$ cat src/rtl/seq_alu_pipe.sv
// seq_alu_pipe: two-stage pipelined ALU with valid/ready handshakes, flags, tag pass-through and accumulator.
// Optional build macro SEQ_ALU_SAT_EN makes ADD, SUB and ACC saturate (signed) instead of wrapping.
module seq_alu_pipe #(
    parameter int WIDTH = 8,
    parameter int TAG_W = 4
) (
    input  logic             clk,
    input  logic             rst_n,
    input  logic             en_i,
    input  logic             in_valid_i,
    output logic             in_ready_o,
    input  logic [WIDTH-1:0] a_i,
    input  logic [WIDTH-1:0] b_i,
    input  logic [3:0]       opcode_i,
    input  logic [TAG_W-1:0] in_tag_i,
    output logic             out_valid_o,
    input  logic             out_ready_i,
    output logic [WIDTH-1:0] result_o,
    output logic [TAG_W-1:0] out_tag_o,
    output logic [3:0]       flags_o
);
    localparam int SH_W = $clog2(WIDTH);
    localparam int M = WIDTH - 1;

    logic             s1_valid_q, s2_valid_q;
    logic [WIDTH-1:0] a_q, b_q, res_q, acc_q;
    logic [3:0]       op_q, flg_q;
    logic [TAG_W-1:0] tag1_q, tag2_q;
    logic [WIDTH-1:0] res_d, acc_d;
    logic [3:0]       flg_d;
    logic             s1_adv, s2_adv, c, v;
    logic [SH_W-1:0]  sh;
    logic [WIDTH:0]   add_w, sub_w, acc_w, shl_w, shr_w, asr_w;
    logic [2*WIDTH-1:0] mul_w;
    logic [WIDTH-1:0] rol_w, ror_w, add_r, sub_r, acc_r;
    logic             add_v, sub_v, acc_v;

    assign s2_adv = en_i & (~s2_valid_q | out_ready_i);
    assign s1_adv = s2_adv | (en_i & ~s1_valid_q);
    assign in_ready_o = rst_n & s1_adv;
    assign out_valid_o = s2_valid_q;
    assign result_o = res_q;
    assign out_tag_o = tag2_q;
    assign flags_o = flg_q;

    assign sh = b_q[SH_W-1:0];
    assign add_w = {1'b0, a_q} + {1'b0, b_q};
    assign sub_w = {1'b0, a_q} - {1'b0, b_q};
    assign acc_w = {1'b0, acc_q} + {1'b0, a_q};
    assign add_v = (a_q[M] == b_q[M]) & (add_w[M] != a_q[M]);
    assign sub_v = (a_q[M] != b_q[M]) & (sub_w[M] != a_q[M]);
    assign acc_v = (acc_q[M] == a_q[M]) & (acc_w[M] != acc_q[M]);
    // The extra bit below/above the operand catches the last bit shifted out as carry.
    assign shl_w = {1'b0, a_q} << sh;
    assign shr_w = {a_q, 1'b0} >> sh;
    assign asr_w = $signed({a_q, 1'b0}) >>> sh;
    assign rol_w = (a_q << sh) | (a_q >> (WIDTH - sh));
    assign ror_w = (a_q >> sh) | (a_q << (WIDTH - sh));
    assign mul_w = a_q * b_q;

`ifdef SEQ_ALU_SAT_EN
    localparam logic [WIDTH-1:0] SMAX = {1'b0, {(WIDTH-1){1'b1}}};
    localparam logic [WIDTH-1:0] SMIN = ~SMAX;
    assign add_r = add_v ? (a_q[M] ? SMIN : SMAX) : add_w[M:0];
    assign sub_r = sub_v ? (a_q[M] ? SMIN : SMAX) : sub_w[M:0];
    assign acc_r = acc_v ? (acc_q[M] ? SMIN : SMAX) : acc_w[M:0];
`else
    assign add_r = add_w[M:0];
    assign sub_r = sub_w[M:0];
    assign acc_r = acc_w[M:0];
`endif

    // ALU on the S1 registers: result, flags and the accumulator value this op would leave behind
    always_comb begin
        res_d = '0;
        c = 1'b0;
        v = 1'b0;
        acc_d = acc_q;
        case (op_q)
            4'h0: begin res_d = add_r; c = add_w[WIDTH]; v = add_v; end
            4'h1: begin res_d = sub_r; c = ~sub_w[WIDTH]; v = sub_v; end
            4'h2: res_d = a_q & b_q;
            4'h3: res_d = a_q | b_q;
            4'h4: res_d = a_q ^ b_q;
            4'h5: res_d = ~a_q;
            4'h6: {c, res_d} = shl_w;
            4'h7: {res_d, c} = shr_w;
            4'h8: {res_d, c} = asr_w;
            4'h9: res_d = rol_w;
            4'hA: res_d = ror_w;
            4'hB: begin res_d = a_q; c = ~sub_w[WIDTH]; v = sub_v; end
            4'hC: begin res_d = mul_w[M:0]; c = |mul_w[2*WIDTH-1:WIDTH]; end
            4'hD: begin res_d = acc_r; c = acc_w[WIDTH]; v = acc_v; acc_d = acc_r; end
            4'hE: acc_d = '0;
            default: res_d = b_q;
        endcase
        flg_d = (op_q == 4'hB) ? {sub_w[M], a_q == b_q, c, v} : {res_d[M], res_d == '0, c, v};
    end

    // Pipeline registers; acc moves with its op into S2 so consecutive ACC ops chain
    always_ff @(posedge clk or negedge rst_n) begin
        if (!rst_n) begin
            s1_valid_q <= 1'b0;
            s2_valid_q <= 1'b0;
            a_q <= '0;
            b_q <= '0;
            op_q <= '0;
            tag1_q <= '0;
            res_q <= '0;
            flg_q <= '0;
            tag2_q <= '0;
            acc_q <= '0;
        end else begin
            if (s1_adv) begin
                s1_valid_q <= in_valid_i;
                a_q <= a_i;
                b_q <= b_i;
                op_q <= opcode_i;
                tag1_q <= in_tag_i;
            end
            if (s2_adv) begin
                s2_valid_q <= s1_valid_q;
                if (s1_valid_q) begin
                    res_q <= res_d;
                    flg_q <= flg_d;
                    tag2_q <= tag1_q;
                    acc_q <= acc_d;
                end
            end
        end
    end
endmodule
$ cat config.mk
export PLATFORM = sky130hd
export DESIGN_NAME = seq_alu_pipe
export DESIGN_NICKNAME = d
export VERILOG_FILES = /design/src/rtl/seq_alu_pipe.sv
export SDC_FILE = /design/constraint.sdc
export NUM_CORES = 1
export LEC_CHECK = 0
export CORE_UTILIZATION = 60
export CTS_CLUSTER_SIZE = 24
export DETAILED_ROUTE_END_ITERATION = 7
export PLACE_DENSITY_LB_ADDON = 0.05
export REMOVE_ABC_BUFFERS = 1
export SYNTH_ARGS = -nofsm -noshare
export SYNTH_HDL_FRONTEND = slang
export SYNTH_SLANG_ARGS = --single-unit
$ cat constraint.sdc
create_clock -name clk -period 7.06 [get_ports clk]
set_input_delay 1.059 -clock clk [delete_from_list [all_inputs] [get_ports clk]]
set_output_delay 1.059 -clock clk [all_outputs]
set_load 0.005 [all_outputs]
==> metrics list, run 1 <==
- Core footprint: 11600 sq um
* Relative slew slack: 0.238
* Detailed placement HPWL: 18.4 mm
- The tightest hold path in the finished design has a slack of 0.483 ns.
* Count of input and output buffers: 46
* Worst R2R Start: a_q[4]$_DFFE_PN0N_
* Main flop type after synthesis: dfrtp_1
- Post-synth cell types: 73
* Vias per cell: 7.02
* Clock network latency to the later pin of the worst-skew pair: 0.30 ns
- The floorplan has 39 rows.
* Slew at the pin closest to its max-slew limit: 1.14 ns
- Among the stages of the critical path, the cell type that occurs most often is fa_1.
* Number of inserted filler cells in the final layout: 954
* Routed length per placed instance: 23.6 um
- Number of synthesized flops with an enable pin: 0
- The critical path is of the reg2reg type.
- Slowest library cell on the worst path: dfrtp_1
- The congestion estimate from routability-driven global placement came to 1.03.
* CTS clk-pin slew, worst paths: 0.07 ns
- DRT Wirelength: 24.3 mm
- Upper clock frequency limit: 170 MHz
- TritonCTS built the clock tree.
* Total number of vias: 7226
- After the first detailed-routing iteration, the DRC count stood at 1082.
- Antenna diode count: 0
* TritonRoute pass-1 iters: 6
- PnR worst setup slack: 1.19 ns
- Summed over all layers, the global routing overflow is 0.
* Biggest cell delay along the critical path: 0.93 ns
* Die Footprint: 12500 sq um
- Largest net degree at the start of global routing: 52
- The via count of the first global-routing pass came to 7125.
- CTS root buffer: clkbuf_16
- The worst path in the final design needs a cycle of 5.87 ns, including I/O delays and setup.
- At the worst endpoint, the required time is 7.21 ns.
- Maximum capacitance violations: 0
- Adding up every negative setup slack in the final design gives 0 ns.
- The worst setup path is captured at a flip-flop.
- Share of the core filled with cells in the final layout: 0.688
- The first global-routing pass estimated 38.9 mm of wire.
- After synthesis the netlist holds a flip-flop and latch count of 50.
* Setup slack after placement: 1.35 ns
- Number of warnings printed during yosys synthesis: 0
- In this run the most critical hold path is launched from result_o[2]$_DFFE_PN0P_.
* Hold buffer count at CTS: 0
- The average instance in the mapped netlist occupies 8.35 sq um.
- Min-Delay Endpoint: result_o[2]$_DFFE_PN0P_
- Endpoint of the most critical register-to-register path: flags_o[1]$_DFFE_PN0P_
- The count of final max-slew check failures is 0.
* Antenna violation net count after detailed routing: 0
* Leakage power summed over all cells: 3.59 nW
- After synthesis, the share of flip-flops with an asynchronous set or reset is 1.00.
- Maximum clock skew at final layout: 0.00537 ns
* Post-CTS setup buffer count: 0
- Flop-to-flop setup slack: 1.19 ns
* DRC violations left: 0
- The number of failing hold endpoints at the final stage came to 0.
* Worst R2R Path Depth: 16
- For this run, the register share of the synthesized area comes to 0.174.
* Maximum count of clock buffers along a single path: 2
- In the layout the commonest cells are 98 x nand2_1, 80 x inv_1, 70 x ha_1, 65 x nor2_1, 50 x dfrtp_1.
- Relative to the synthesized area, the layout overhead comes to 10.3%.
* Horizontal die dimension: 112 um
* Overall fraction of global-route tracks in use: 0.406
- The library cell used most frequently in the layout, excluding fill and tap cells, is nand2_1.
* Number of CTS-inserted buffers: 5
- STA puts the critical path data arrival time at 6.02 ns.
* Count of final setup violators: 0
- Total power per unit cell area: 392 nW/um^2
- Tot Pwr: 0.00312 W
- Number of antenna violations at the first check in global routing: 1
- After clock tree synthesis, the repair step resized 0 gates.
- Together, buffers and inverters on the worst path number 2.
* Result of the run: completed
- The path class of the tightest hold or removal check is reg2reg.
* Number of cells on the worst hold path: 2
- The critical path runs through a total of 16 cells.
- Final nets: 1024
- The signal on the critical path passes through ha_1, fa_1, inv_1, fa_1, fa_1, fa_1, inv_1, ha_1, or3_1, or2_2, o21a_1, nor2_1, a22oi_1, o31a_1, o41ai_1, a31oi_1.
- Of the cells placed in the final design, the portion with a size suffix greater than 1 is 0.0992.
* Largest vdd supply drop: 716 uV
- Vertical extent of the die: 112 um
- Of all nets on the critical path, the largest fanout is 19.
- For this configuration, the core starts out at a cell density of 0.623.
* Gate count after technology mapping: 863
* Post-Syn Area: 7210 sq um
- Total number of clock tree sinks: 50
* Crit start category: flip-flop
- Pin placement for this block handled 47 I/O pins.
* Period utilisation layout: 0.832
* Category of cells accounting for the largest share of critical-path delay: adder cells
- The clock tree synthesis step divided the H-tree into 2 levels.
- Setup repair after global routing missed its margin: false
[per-stage QoR]
stage,instances,area [sq um]
floorplan,813,6990
global placement,1022,7780
detailed placement,1022,7780
CTS,1030,7950
global route,1030,7950
finish,1030,7950
[per-layer routing]
metal | vias up | track usage | routed length, um | part of all wire
li1 | 3125 | - | - | -
met4 | 2 | 0.218 | 1550 | 0.064
met5 | - | 0 | 14 | 0.00058
met3 | 127 | 0.0996 | 2930 | 0.12
met1 | 3450 | 0.549 | 9500 | 0.39
met2 | 522 | 0.601 | 10300 | 0.42
[Yosys cell counts (10+ instances only)]
cell type  instances  area, sq um
mux2i_1           24          240
mux2_2            31          349
nor2_1            65          244
nor3_1            20          100
o21ai_0           36          180
nand2_1           98          368
dfrtp_1           50         1250
nand2b_1          13         81.3
nand3_1           14         70.1
buf_2             14         70.1
o21a_1            10         75.1
ha_1              70          876
a21oi_1           37          185
fa_1              39          781
nor2b_1           15         93.8
inv_1             80          300
clkbuf_1          32          120
[flip-flops by register name, indices dropped and copies added (netlist names)]
name	cells
a_q	8
acc_q	8
b_q	8
result_o	8
flags_o	4
op_q	4
out_tag_o	4
tag1_q	4
out_valid_o	1
s1_valid_q	1
[area by class of cell]
cell class	count	area, sq um	share of cell area
clock buffers	6	139	0.0175
clock inverters	2	38.8	0.00488
inverters	81	304	0.0382
multi-input cells	682	5440	0.683
flip-flops and latches	50	1250	0.157
well taps	143	179	0.0225
repair buffers	66	606	0.0761
[worst register-to-register path, stage by stage, from the launching register on]
cell and delay (ns):
dfrtp_1 0.93, ha_1 0.43, fa_1 0.45, inv_1 0.08, fa_1 0.44, fa_1 0.52, fa_1 0.54, inv_1 0.04
ha_1 0.24, or3_1 0.41, or2_2 0.29, o21a_1 0.19, nor2_1 0.10, a22oi_1 0.09, o31a_1 0.27, o41ai_1 0.54
a31oi_1 0.15
[worst max path at each step]
stage                                   from                      to  slack (ns)
final                     a_q[4]$_DFFE_PN0N_  flags_o[1]$_DFFE_PN0P_        1.19
after global routing      a_q[4]$_DFFE_PN0N_  flags_o[1]$_DFFE_PN0P_        0.99
after CTS                 a_q[4]$_DFFE_PN0N_  flags_o[1]$_DFFE_PN0P_        1.31
after detailed placement  a_q[4]$_DFFE_PN0N_  flags_o[1]$_DFFE_PN0P_        1.35
after global placement    a_q[4]$_DFFE_PN0N_  flags_o[1]$_DFFE_PN0P_        1.48
after floorplan           b_q[2]$_DFFE_PN0N_  flags_o[1]$_DFFE_PN0P_        1.70
[kinds of logic (layout without fill, tap and decap cells)]
family / count (synthesis) / count (layout) / synth area share
compound gates: 204 / 204 / 0.199
xor+xnor: 17 / 17 / 0.0207
fa+ha+maj: 109 / 109 / 0.230
buf+inv: 131 / 155 / 0.0727
flops: 50 / 50 / 0.174
mux: 65 / 65 / 0.110
simple gates: 287 / 287 / 0.194
[report_power, final]
part           leakage (nW)  switching [W]  internal (W)
combinational          2.90        0.00137       0.00101
clock                0.0875       0.000113      0.000178
sequential            0.604      0.0000910      0.000356
total                  3.59        0.00157       0.00155
(Power assumes the default switching activity.)
==> inputs of run 2 (changes only) <==
==> constraint.sdc (replaced) <==
create_clock -name clk -period 5.6 [get_ports clk]
set_input_delay 0.84 -clock clk [delete_from_list [all_inputs] [get_ports clk]]
set_output_delay 0.84 -clock clk [all_outputs]
set_load 0.005 [all_outputs]
==> run 2 against run 1 <==
Design area increased by 1.2%. Clock skew grew 0.0022 ns. Fmax up 7.5%. Utilization is 0.80 points higher. Critical path depth is 1 higher. First-iteration DRC count down 11%. Sequential power grew 25%. Clock power is 17% higher. Setup slack worse by 1.1 ns. Register-to-register slack lost 1.1 ns. Die area unchanged. Non-clock buffer count rose by 13. Critical path type unchanged. Largest cell class unchanged.
==> metrics list, run 2 (synthesis gave the netlist of run 1 again) <==
* Vias per cell: 6.87
* Count of final setup violators: 0
- Worst path bufs/invs: 4
- Once layout is done, the placed cells without fillers occupy 8050 sq um.
- Hold violation total from the final report: 0
* Arr. time, crit path: 5.61 ns
- Final nets: 1037
- Number of antenna violations at the first check in global routing: 0
* Maximum capacitance violations: 0
* Slew at the pin closest to its max-slew limit: 0.991 ns
* Hold Crit Start: out_tag_o[0]$_DFFE_PN0P_
* Total number of clock tree sinks: 50
- The slowest stage of the critical path is the a21boi_0 cell.
- The setup check on the worst reg-to-reg path leaves a slack of 0.14 ns.
* Leading cell type in the layout, fill and taps excluded: nand2_1
- Across the VDD grid, the largest voltage drop is 905 uV.
- Summed over all layers, the global routing overflow is 0.
* Horizontal die dimension: 112 um
- Hold Crit Class: reg2reg
- Post-CTS timing repair inserted 0 buffers for setup.
- Relative slew slack: 0.330
- Kind of critical path: reg2reg
- For this design the static power due to leakage is 3.64 nW.
- The via count of the first global-routing pass was 7202.
- From synthesis to final layout, the design area changed by 11.6%.
- Timing analysis after detailed placement gives a worst setup slack of 0.110 ns.
* Worst-path maximum fanout: 8
* Number of CTS-inserted buffers: 5
- The later pin in the worst-skew pair is clocked with a latency of 0.29 ns.
* First-pass GRT wire length: 39.9 mm
- The longest clock path from root to sink contains 2 buffers.
- Upper clock frequency limit: 183 MHz
- Walking the worst path, the cells encountered are ha_1, inv_1, fa_1, inv_1, ha_1, inv_1, fa_1, fa_1, inv_1, ha_1, a21boi_0, o21a_1, o211ai_1, mux2i_1, or4_1, o41ai_2, a31oi_1.
* Total power per unit cell area: 498 nW/um^2
- During placement, the flow inserted port buffers numbering 46.
- In this run the clock root is driven by a clkbuf_16.
- The die covers 12500 sq um.
- STA classifies the critical path endpoint as a flip-flop.
- On the worst path, the slowest cell contributes a delay of 0.57 ns.
- Clock-pin slew was measured on the worst setup and hold paths at 0.07 ns.
* Routed length per placed instance: 24.5 um
- The count of final max-slew check failures is 0.
- Commonest cells after routing, fill and taps aside: 98 x nand2_1, 80 x inv_1, 70 x ha_1, 65 x nor2_1, 49 x dfrtp_1
- Final hold analysis gives a worst-case slack of 0.477 ns.
- The initial utilization of the core area, before any placement, comes to 0.623.
- In this run the core area contains 39 standard-cell rows.
- Category of cells accounting for the largest share of critical-path delay: adder cells
* Crit start category: flip-flop
- Antenna diode count: 0
- The worst register-to-register path has a depth of 17.
* Antenna violation net count after detailed routing: 0
* H-tree level count: 2
- Core footprint: 11600 sq um
- In the final layout, the share of cells above drive strength 1 is 0.113.
* Routability-driven placement congestion ratio: 1.03
- Endpoint of the most critical register-to-register path: flags_o[1]$_DFFE_PN0P_
- For this block, the initial DRC count from the detailed router was 968.
- Clock tree from TritonCTS: built
- Result of the run: completed
- Min-Delay Endpoint: out_tag_o[0]$_DFFE_PN0P_
- Between clock sinks in the finished design, the worst skew comes to 0.00753 ns.
- Detailed placement HPWL: 19.5 mm
- The die is 112 um tall.
* Total number of vias: 7163
* Hold buffer count at CTS: 0
- Post-route minimum period: 5.46 ns
- For the final routed database, the setup TNS stands at 0 ns.
* Cell area after placement: 7870 sq um
- Crit path top cell by count: inv_1
- In this run the count of I/O pins placed on the die edge is 47.
* PnR worst setup slack: 0.137 ns
- DRC violations left: 0
- Worst R2R Start: a_q[3]$_DFFE_PN0N_
* TritonRoute pass-1 iters: 6
- Overall fraction of global-route tracks in use: 0.420
* DRT Wirelength: 25.5 mm
- Number of inserted filler cells in the final layout: 915
- Period utilisation layout: 0.976
* WP data required: 5.75 ns
- Gates resized during post-CTS repair numbered 0.
- Number of cells on the worst hold path: 2
- Largest net degree at the start of global routing: 51
- Setup repair after global routing left no endpoint under its margin.
## run 2: power by group
| part | switching (W) | internal (W) |
|---|---|---|
| clock | 0.000131 | 0.000209 |
| sequential | 0.000108 | 0.000449 |
| combinational | 0.00180 | 0.00131 |
## run 2: worst min-delay path, stage by stage, from the launching register on
cell and delay (ns):
dfrtp_1 0.34, nand2_1 0.05, nand2_1 0.06
## run 2: through the flow
step	util	power (W)	cells
final	0.696	0.00401	1042
after global routing	0.696	0.00430	1042
after CTS	0.695	0.00389	1042
after detailed placement	0.681	0.00352	1035
after global placement	0.681	0.00336	1035
after floorplan	-	0.00262	813
## run 2: per-layer routing
metal / global-route usage / routed length, um / vias to the layer above
met2: 0.681 / 11800 / 474
met3: 0.0680 / 2500 / 105
met1: 0.541 / 9850 / 3428
met5: 0 / 0 / -
met4: 0.223 / 1360 / 0
li1: - / - / 3156
## run 2: cell type report
| class | count | area (sq um) | area share |
|---|---|---|---|
| clock buffers | 5 | 125 | 0.0155 |
| multi-input cells | 682 | 5440 | 0.677 |
| well taps | 143 | 179 | 0.0222 |
| flip-flops and latches | 50 | 1250 | 0.156 |
| inverters | 81 | 304 | 0.0378 |
| clock inverters | 2 | 38.8 | 0.00482 |
| repair buffers | 79 | 703 | 0.0874 |
## run 2: worst max path at each step
stage	from	endpoint	slack, ns	depth (start not counted)
global placement	a_q[3]$_DFFE_PN0N_	flags_o[1]$_DFFE_PN0P_	0.28	17
finish	a_q[3]$_DFFE_PN0N_	flags_o[1]$_DFFE_PN0P_	0.14	17
detailed placement	a_q[3]$_DFFE_PN0N_	flags_o[1]$_DFFE_PN0P_	0.11	14
floorplan	b_q[2]$_DFFE_PN0N_	flags_o[1]$_DFFE_PN0P_	0.24	17
CTS	a_q[3]$_DFFE_PN0N_	flags_o[1]$_DFFE_PN0P_	0.06	14
global route	a_q[3]$_DFFE_PN0N_	flags_o[1]$_DFFE_PN0P_	0.02	17
==> inputs of run 3 (changes only) <==
--- a/config.mk
+++ b/config.mk
@@ -10,6 +10,7 @@
 export DETAILED_ROUTE_END_ITERATION = 7
 export PLACE_DENSITY_LB_ADDON = 0.05
 export REMOVE_ABC_BUFFERS = 1
+export SLEW_MARGIN = 20
 export SYNTH_ARGS = -nofsm -noshare
 export SYNTH_HDL_FRONTEND = slang
 export SYNTH_SLANG_ARGS = --single-unit
==> results of run 3 <==
The final DEF is identical to that of run 2; final timing and power are the same.
